**config.mk**
```make
export PLATFORM = sky130hd
export DESIGN_NAME = prng_word_fifo
export DESIGN_NICKNAME = d
export VERILOG_FILES = /design/src/rtl/prng_word_fifo.sv
export SDC_FILE = /design/constraint.sdc
export NUM_CORES = 1
export LEC_CHECK = 0
export ABC_CLOCK_PERIOD_IN_PS = 5100
export CAP_MARGIN = 40
export CORE_ASPECT_RATIO = 1.2
export CORE_UTILIZATION = 50
export DETAILED_ROUTE_END_ITERATION = 12
export GPL_ROUTABILITY_DRIVEN = 0
export PLACE_DENSITY = 0.73
export SLEW_MARGIN = 20
export SYNTH_ARGS = -nofsm -noshare
export SYNTH_HDL_FRONTEND = slang
export SYNTH_SLANG_ARGS = --single-unit
```
**constraint.sdc**
```tcl
create_clock -name clk -period 5.1 [get_ports clk]
set_input_delay 1.02 -clock clk [delete_from_list [all_inputs] [get_ports clk]]
set_output_delay 1.02 -clock clk [all_outputs]
set_load 0.05 [all_outputs]
```
**src/rtl/prng_word_fifo.sv**
```systemverilog
// PRNG word sink: repetition health test, 64-bit FIFO, 32-bit valid/ready drain.
// A stuck source sets a sticky fault and flushes everything buffered behind it.
module prng_word_fifo #(
    parameter int DEPTH     = 4,
    parameter int REP_LIMIT = 3
) (
    input  logic                     clk,
    input  logic                     rst,
    input  logic [63:0]              prng_in,
    input  logic                     prng_en,
    output logic [31:0]              out_data,
    output logic                     out_valid,
    input  logic                     out_ready,
    input  logic                     clear_fault,
    output logic                     fault,
    output logic [$clog2(DEPTH):0]   level,
    output logic [15:0]              drop_cnt
);
    localparam int AW = $clog2(DEPTH);
    localparam int LW = AW + 1;
    localparam int RW = $clog2(REP_LIMIT + 1);
    localparam logic [RW-1:0] REP_MAX = RW'(REP_LIMIT);
    localparam logic [LW-1:0] FULL_LVL = LW'(DEPTH);

    typedef enum logic {LO, HI} phase_t;

    logic [63:0]   mem [DEPTH];
    logic [AW-1:0] wr_ptr, rd_ptr;
    phase_t        phase;
    logic [RW-1:0] rep_cnt, rep_next;
    logic          last_valid;
    logic [63:0]   last_word, head;
    logic          sample, violate, push_req, full, push, hs, pop;

    assign full     = (level == FULL_LVL);
    assign sample   = prng_en & ~clear_fault & ~fault;

    always_comb begin
        rep_next = RW'(1);
        if (last_valid && prng_in == last_word)
            rep_next = (rep_cnt == REP_MAX) ? REP_MAX : rep_cnt + RW'(1);
    end

    assign violate  = sample & (rep_next == REP_MAX);
    assign push_req = sample & ~violate;
    assign push     = push_req & ~full;
    assign hs       = out_valid & out_ready;
    assign pop      = hs & (phase == HI);

    assign out_valid = (level != '0);
    assign head      = mem[rd_ptr];
    assign out_data  = !out_valid ? 32'd0 : (phase == HI) ? head[63:32] : head[31:0];

    // Storage carries no reset: it is only visible through out_valid gating.
    always_ff @(posedge clk) begin
        if (push) mem[wr_ptr] <= prng_in;
    end

    always_ff @(posedge clk or negedge rst) begin
        if (!rst) begin
            wr_ptr     <= '0;
            rd_ptr     <= '0;
            level      <= '0;
            phase      <= LO;
            fault      <= 1'b0;
            rep_cnt    <= '0;
            last_valid <= 1'b0;
            last_word  <= '0;
            drop_cnt   <= '0;
        end else begin
            if (clear_fault) begin
                fault      <= 1'b0;
                rep_cnt    <= '0;
                last_valid <= 1'b0;
            end else if (sample) begin
                rep_cnt    <= rep_next;
                last_word  <= prng_in;
                last_valid <= 1'b1;
                if (violate) fault <= 1'b1;
            end

            // The violating sample flushes the queue and beats any pop this cycle.
            if (violate) begin
                rd_ptr <= wr_ptr;
                level  <= '0;
                phase  <= LO;
            end else begin
                if (push) wr_ptr <= wr_ptr + AW'(1);
                if (pop)  rd_ptr <= rd_ptr + AW'(1);
                level <= level + LW'(push) - LW'(pop);
                if (hs) phase <= (phase == LO) ? HI : LO;
            end

            if (push_req && full && drop_cnt != 16'hFFFF)
                drop_cnt <= drop_cnt + 16'd1;
        end
    end
endmodule
```
## Word level (Yosys, flattened, before mapping)

Memories as Yosys holds them, arrays and structs flattened.
Index checks and enable logic that the tools add are counted.

| storage, ports and cells | value |
|---|---|
| memories | 1 |
| input bits | 69 |
| output and inout port bits | 53 |
| flip-flop bits (word level) | 92 |
| memory bits (writable) | 256 |
| bits in read-only memories | 0 |
| bits in latches | 0 |

| cells by class | value |
|---|---|
| reduce and logical (&&, ||, !) cells | 11 |
| shift-type cells | 0 |
| multipliers | 0 |
| mux-type cells | 19 |
| order comparisons | 0 |
| eq/ne operators | 5 |
| div/mod/pow operators | 0 |
| add/subtract/negate cells | 6 |
| bitwise logic cells | 11 |

Memories:

| name | words | width | rd ports | clocked after Yosys merged registers in | wr ports | line | source |
|---|---|---|---|---|---|---|---|
| mem | 4 | 64 | 1 | 0 | 1 | 27 | `logic [63:0] mem [DEPTH];` |

Operators with widths:

| operator | number |
|---|---|
| $eq A64 B64 Y1 | 1 |
| $mux W32 | 2 |
| $add A16 B1 Y16 const B | 1 |
| $ne A16 B16 Y1 const B | 1 |
| $mux W2 | 6 |
| $mux W1 | 10 |
| $reduce_bool A2 Y1 | 4 |
| $and A1 B1 Y1 | 7 |
| $add A2 B1 Y2 const B | 3 |
| $reduce_and A2 Y1 | 3 |
| $eq A2 B2 Y1 const B | 2 |
| $not A1 Y1 | 4 |
| $add A3 B1 Y3 | 1 |
| $eq A3 B3 Y1 const B | 1 |
| $logic_and A1 B1 Y1 | 3 |
| $mux W3 | 1 |
| $reduce_bool A3 Y1 | 1 |
| $sub A3 B1 Y3 | 1 |

## Depth between registers and ports, before layout

Gate-level depths: netlist of run 1.

| depth | value |
|---|---|
| depth after elaboration | 11 |
| gate-level depth with buffers | 13 |

## Least setup slack after synthesis of run 1

OpenSTA, ideal clock, no wires.

| timing path | value |
|---|---|
| path type | input to register |
| from | in prng_in[26] |
| to | mem mem[0][0] (enable) |
| required time | 4.671 ns |
| stages on the path | 7 |
| library setup time | 0.429 ns |
| path slack | 1.369 ns |
| arrival time | 3.303 ns |
| path through | inv_1 -> o2111ai_1 -> nor3_1 -> nand4_1 -> o31ai_4 -> nor2_2 -> and2_1 |

| on the way | value |
|---|---|
| longest elaborated chain between the ends | 10 |

Ends and longest elaborated chain:

| item | line | source |
|---|---|---|
| start: declaration | 9 | `input logic [63:0] prng_in,` |
| $eq A64 B64 Y1 | 40 | `if (last_valid && prng_in == last_word)` |
| $logic_and A1 B1 Y1 | 40 |  |
| $mux W2 | 40 |  |
| $eq A2 B2 Y1 | 44 | `assign violate = sample & (rep_next == REP_MAX);` |
| $and A1 B1 Y1 | 44 |  |
| $not A1 Y1 (no line) | -- |  |
| $and A1 B1 Y1 | 45 | `assign push_req = sample & ~violate;` |
| $and A1 B1 Y1 | 46 | `assign push = push_req & ~full;` |
| $mux W1 | 56 | `if (push) mem[wr_ptr] <= prng_in;` |
| $mux W1 (implied by the code) | 56 |  |
| end: declaration | 27 |  |

No other way between the ends.

## Worst setup path after layout of run 1

| timing path | value |
|---|---|
| from | reg rd_ptr[0] |
| to | out out_data[3] |

| on the way | value |
|---|---|
| longest elaborated chain between the ends | 3 |

Ends and longest elaborated chain:

| item | line | source |
|---|---|---|
| start: declaration | 28 | `logic [AW-1:0] wr_ptr, rd_ptr;` |
| start signal: assignment | 84 | `rd_ptr <= wr_ptr;` |
| start signal: assignment | 89 | `if (pop) rd_ptr <= rd_ptr + AW'(1);` |
| $mem_v2 Z4 W64 | -- |  |
| $mux W32 (2 in a row) | 52 | `assign out_data = !out_valid ? 32'd0 : (phase == HI) ? head[63:32] : head[31:0];` |
| end: declaration | 11 | `output logic [31:0] out_data,` |

No other way between the ends.

==> flow_summary.toml, run 1 <==
[clock_network]
htree_levels = 2
cts_setup_buffers = 0
cts_root_buf = "clkbuf_16"
hold_buffers = 0
cts_buffers = 34
post_cts.resized_instances = 0
clock_sinks = 348
cts_tree = "done"
clk_pin_slew_ps = 60
cts_buffer_depth = 3
worstSkewPairLatency_ps = 510

[yosys]
synth_common_cells = "edfxtp_1, dfrtp_1, mux4_2"
synthFlopType = "edfxtp_1"
synth_top_cell_area_share = 0.541
syn_area_per_cell_um2 = 18.1
post_synth_num_cell_types = 39
synthCells = 783
yosysTopAreaCell = "edfxtp_1"
ys_async_sr_fraction = 0.264
synth_most_common_cell = "edfxtp_1"
synth_area_um2 = 14200
ys_seq_area_frac = 0.703
synth_edf_count = 256
synth-warning-count = 0
syn_nets = 860
synth.top_cells.by_area = "edfxtp_1, dfrtp_1, mux4_2, mux2_2, xnor2_1"
ys_ff_latch = 348

[detailed_routing]
drc_errors = 0
drt_iter0_markers = 360
via_per_inst = 5.55
ant_nets = 0
vias = 7425
routedWlPerCell_um = 22.0
drt-pass1-iter-count = 5
wl_um = 29400

[sta]
final.setup.tns_ps = 0
period_minus_slack_ps = 4200
hold_viol = 0
drv_slew = 0
fin_worst_skew_ps = 11.8
rsz0062_at_grt = "false"
tightest_slew_ps = 667
setup_viol = 0
period_share = 0.824
slew_headroom = 0.556
clock.fmax_mhz = 238

[worst_setup_path]
cp-start-kind = "register"
timing.rr.start = "last_word[36]"
end_kind = "output port"
critical_path.top_delay_family = "buffers and inverters"
r2r_end = "level[1]"
worstSetupPathType = "register to output port"
r2r_slack_ps = 2040
rr_worst_depth = 12
crit_arrival_ps = 3180
crit_buf_inv = 2
crit_chain = "buf_4 -> mux4_2 -> mux2i_1 -> nor2_1 -> clkdlybuf4s50_1"
cp_slowest_cell = "clkdlybuf4s50_1"
worst-path-max-fanout = 17
worstPathRequired_ps = 4080
cp_slowest_stage_delay_ps = 720

[grt]
antenna_found_initial = 0
grt_usage = 0.211
grt_pass1_vias = 7842
grt_pass1_wl_um = 45700
grt_overflow_total = 0
grt_max_degree = 67

[run]
maxCapViolCount = 0

[pwr]
cellPowerDensity_nw_per_um2 = 561
peakVddDrop_v = 0.000352
p_leak_nw = 6.10

[cells_and_area]
drive_gt1_frac = 0.227
post-route-util = 0.618
fill_cells = 1983
num_antenna_cells = 0
area_growth_pct = 21.4
nets = 1010

[min_path]
hold_class = "input pin to async pin"

[floorplanning]
initial_utilization = 0.509
core_area_um2 = 27900
rows = 67
die_y_um = 187
ios = 122
die_area_um2 = 29100
die_w_um = 156

[placed_design]
port_buffers = 121
dp.final_hpwl_um = 19000

[status]
outcome = "finished, final reports clean"
placed cells by master (no fill, tap or decap), types with 7 or more instances in the layout:
master / instances
mux4_2: 64
buf_4: 17
ha_1: 7
nand4_1: 16
nand2_1: 9
nor4_1: 11
nor2b_1: 10
xor2_1: 19
mux2_2: 63
nor3_1: 8
dfrtp_1: 89
edfxtp_1: 256
clkdlybuf4s50_1: 120
inv_1: 20
nor2_1: 42
nand3_1: 9
mux2i_1: 34
xnor2_1: 53
clkinv_2: 8
clkbuf_16: 37
per-layer routing:
layer / track usage / share of wire
met3: 0.0383 / 0.047
met1: 0.271 / 0.41
met2: 0.362 / 0.52
met4: 0.0679 / 0.025
met5: 0 / 0
registers in the layout, summed over array words and instances (netlist names), 2 cells and up:
register,cells
mem,256
level,3
drop_cnt,16
last_word,64
rd_ptr,2
rep_cnt,2
wr_ptr,2
area by class of cell:
class,count,area [um2],share of cell area
clock buffers,47,1000,0.0582
clock inverters,15,155,0.00899
inverters,21,78.8,0.00457
multi-input cells,383,4030,0.234
flip-flops and latches,348,10000,0.580
well taps,379,474,0.0275
repair buffers,145,1510,0.0876
power breakdown:
group	switching, mW	leakage (nW)	internal, mW
Combinational	2.02	2.10	1.43
Clock	1.01	0.577	1.54
Sequential	0.262	3.42	3.41
metrics by stage:
stage | power, mW | setup slack (ps) | instances | hold WS [ps] | instance area, um2
2_1_floorplan | 6.05 | 1370 | 783 | 460 | 14200
6_report | 9.67 | 898 | 1338 | 372 | 17200
4_1_cts | 9.78 | 836 | 1337 | 365 | 17200
3_5_place_dp | 7.23 | 836 | 1275 | 480 | 16100
5_1_grt | 10.1 | 757 | 1338 | 367 | 17200
3_3_place_gp | 7.14 | 873 | 1271 | 486 | 16000
worst max-delay path by stage:
stage / from / end / slack [ps] / cells after the start
2_1_floorplan: prng_in[26] / mem[0][0] / 1370 / 7
3_3_place_gp: prng_in[36] / mem[3][41] / 870 / 9
3_5_place_dp: prng_in[36] / level[1] / 840 / 13
4_1_cts: rd_ptr[0] / out_data[3] / 840 / 5
5_1_grt: rd_ptr[0] / out_data[12] / 760 / 5
6_report: rd_ptr[0] / out_data[3] / 900 / 5
worst register-to-register path, cell delays in order, from the launching register on:
cell and delay (ps):
dfrtp_1 380, xnor2_1 330, nand4_1 150, nor4_1 320, nand4_1 230, o31ai_4 340, nor2_2 120, inv_1 70
ha_1 210, inv_1 60, ha_1 150, fa_1 410, nor2b_1 140
cell families (layout without fill, tap and decap cells):
group | after synthesis | after routing | share of synthesized area
DFF | 348 | 348 | 0.703
muxes | 164 | 164 | 0.178
and+or+nand+nor | 123 | 123 | 0.0435
xor gates and xnor gates | 72 | 72 | 0.0444
buffers and inverters | 52 | 228 | 0.0144
AOI/OAI and AO/OA | 16 | 16 | 0.00925
adders and majority gates | 8 | 8 | 0.00757
Note: power is estimated with default switching activity, not from simulation.
==> inputs of run 2 (changes only) <==
--- a/config.mk
+++ b/config.mk
@@ -5,7 +5,7 @@
 export SDC_FILE = /design/constraint.sdc
 export NUM_CORES = 1
 export LEC_CHECK = 0
-export ABC_CLOCK_PERIOD_IN_PS = 5100
+export ABC_CLOCK_PERIOD_IN_PS = 4070
 export CAP_MARGIN = 40
 export CORE_ASPECT_RATIO = 1.2
 export CORE_UTILIZATION = 50
==> constraint.sdc (replaced) <==
create_clock -name clk -period 4.07 [get_ports clk]
set_input_delay 0.814 -clock clk [delete_from_list [all_inputs] [get_ports clk]]
set_output_delay 0.814 -clock clk [all_outputs]
set_load 0.05 [all_outputs]
==> flow_summary.toml, run 2 (synthesis results as in run 1) <==
[floorplanning]
die_y_um = 187
core_area_um2 = 27900
initial_utilization = 0.509
ios = 122
rows = 67
die_area_um2 = 29100
die_w_um = 156

[detailed_routing]
ant_nets = 0
drt-pass1-iter-count = 5
via_per_inst = 5.52
routedWlPerCell_um = 22.1
wl_um = 30000
drt_iter0_markers = 481
drc_errors = 0
vias = 7505

[sta]
rsz0062_at_grt = "false"
clock.fmax_mhz = 258
slew_headroom = 0.629
tightest_slew_ps = 542
hold_viol = 0
period_share = 0.953
drv_slew = 0
final.setup.tns_ps = 0
setup_ws_ps = 190
fin_worst_skew_ps = 13.4
setup_viol = 0
period_minus_slack_ps = 3880

[clock_network]
cts_tree = "done"
cts_setup_buffers = 0
worstSkewPairLatency_ps = 510
cts_root_buf = "clkbuf_16"
post_cts.resized_instances = 0
clk_pin_slew_ps = 60
cts_buffer_depth = 3
htree_levels = 2
cts_buffers = 34
clock_sinks = 348
hold_buffers = 0

[pwr]
p_leak_nw = 6.16
power_mw = 12.0
peakVddDrop_v = 0.000396
cellPowerDensity_nw_per_um2 = 690

[min_path]
hold_class = "input pin to async pin"

[placed_design]
dp.final_hpwl_um = 19300
port_buffers = 121
placed_area_um2 = 16300
dp_slack_ps = 106

[worst_setup_path]
cp_slowest_cell = "clkdlybuf4s50_1"
cp_slowest_stage_delay_ps = 740
worstSetupPathType = "register to output port"
end_kind = "output port"
crit_buf_inv = 2
worstPathRequired_ps = 3260
critical_path.top_delay_family = "buffers and inverters"
timing.rr.start = "last_word[44]"
cp-start-kind = "register"
crit_chain = "buf_12 -> mux4_2 -> mux2i_1 -> nor2_1 -> clkdlybuf4s50_1"
crit_arrival_ps = 3070
worst-path-max-fanout = 33
critPathLaunch = "rd_ptr[0]"

[grt]
grt_pass1_vias = 7965
grt_pass1_wl_um = 46200
grt_max_degree = 55
grt_overflow_total = 0
grt_usage = 0.214
antenna_found_initial = 1

[cells_and_area]
drive_gt1_frac = 0.238
finish.instance_area_um2 = 17400
regMostFlops = "mem"
area_growth_pct = 22.4
mostFrequentLayoutCell = "edfxtp_1"
nets = 1032
num_antenna_cells = 0
largest_reg_flops = 256
largestRegisters = "mem x256, last_word x64, drop_cnt x16"
post-route-util = 0.623
layout_common_cells = "edfxtp_1, clkdlybuf4s50_1, dfrtp_1"

[run]
maxCapViolCount = 0

[status]
outcome = "finished, final reports clean"
## run 2: layout make-up
cell class / instances / area (um2)
fillers: 2007 / 10500
inverters: 21 / 78.8
clock inverters: 16 / 108
repair buffers: 167 / 1740
clock buffers: 45 / 966
flip-flops and latches: 348 / 10000
well taps: 379 / 474
multi-input cells: 383 / 4030
## run 2: metrics by stage
| stage | instances | hold slack, ps |
|---|---|---|
| after floorplan | 783 | 460 |
| after global placement | 1296 | 485 |
| after detailed placement | 1297 | 486 |
| after CTS | 1358 | 418 |
| after global routing | 1359 | 91.3 |
| final | 1359 | 103 |
## run 2: where the power goes
part | internal [mW] | switching (mW) | total, mW
clock | 1.74 | 1.27 | 3.01
combinational | 1.83 | 2.59 | 4.42
sequential | 4.28 | 0.283 | 4.56
## run 2: final timing paths
path	endpoint	slack [ps]	cells past startpoint
setup / recovery	out_data[0]	190	5
hold / removal	last_word[58]	100	1
setup reg to reg	level[1]	1100	12
hold reg to reg	drop_cnt[4]	500	1
max in group asynchronous	rep_cnt[0]	3150	3
min in group clk	drop_cnt[4]	500	1
## run 2: layer usage
metal  vias to the layer above  track usage  wire [um]
li1                       3354            -          -
met1                      3896        0.271      11700
met2                       199        0.371      16000
met3                        54       0.0365       1650
met4                         2       0.0686        677
met5                         -            0         17
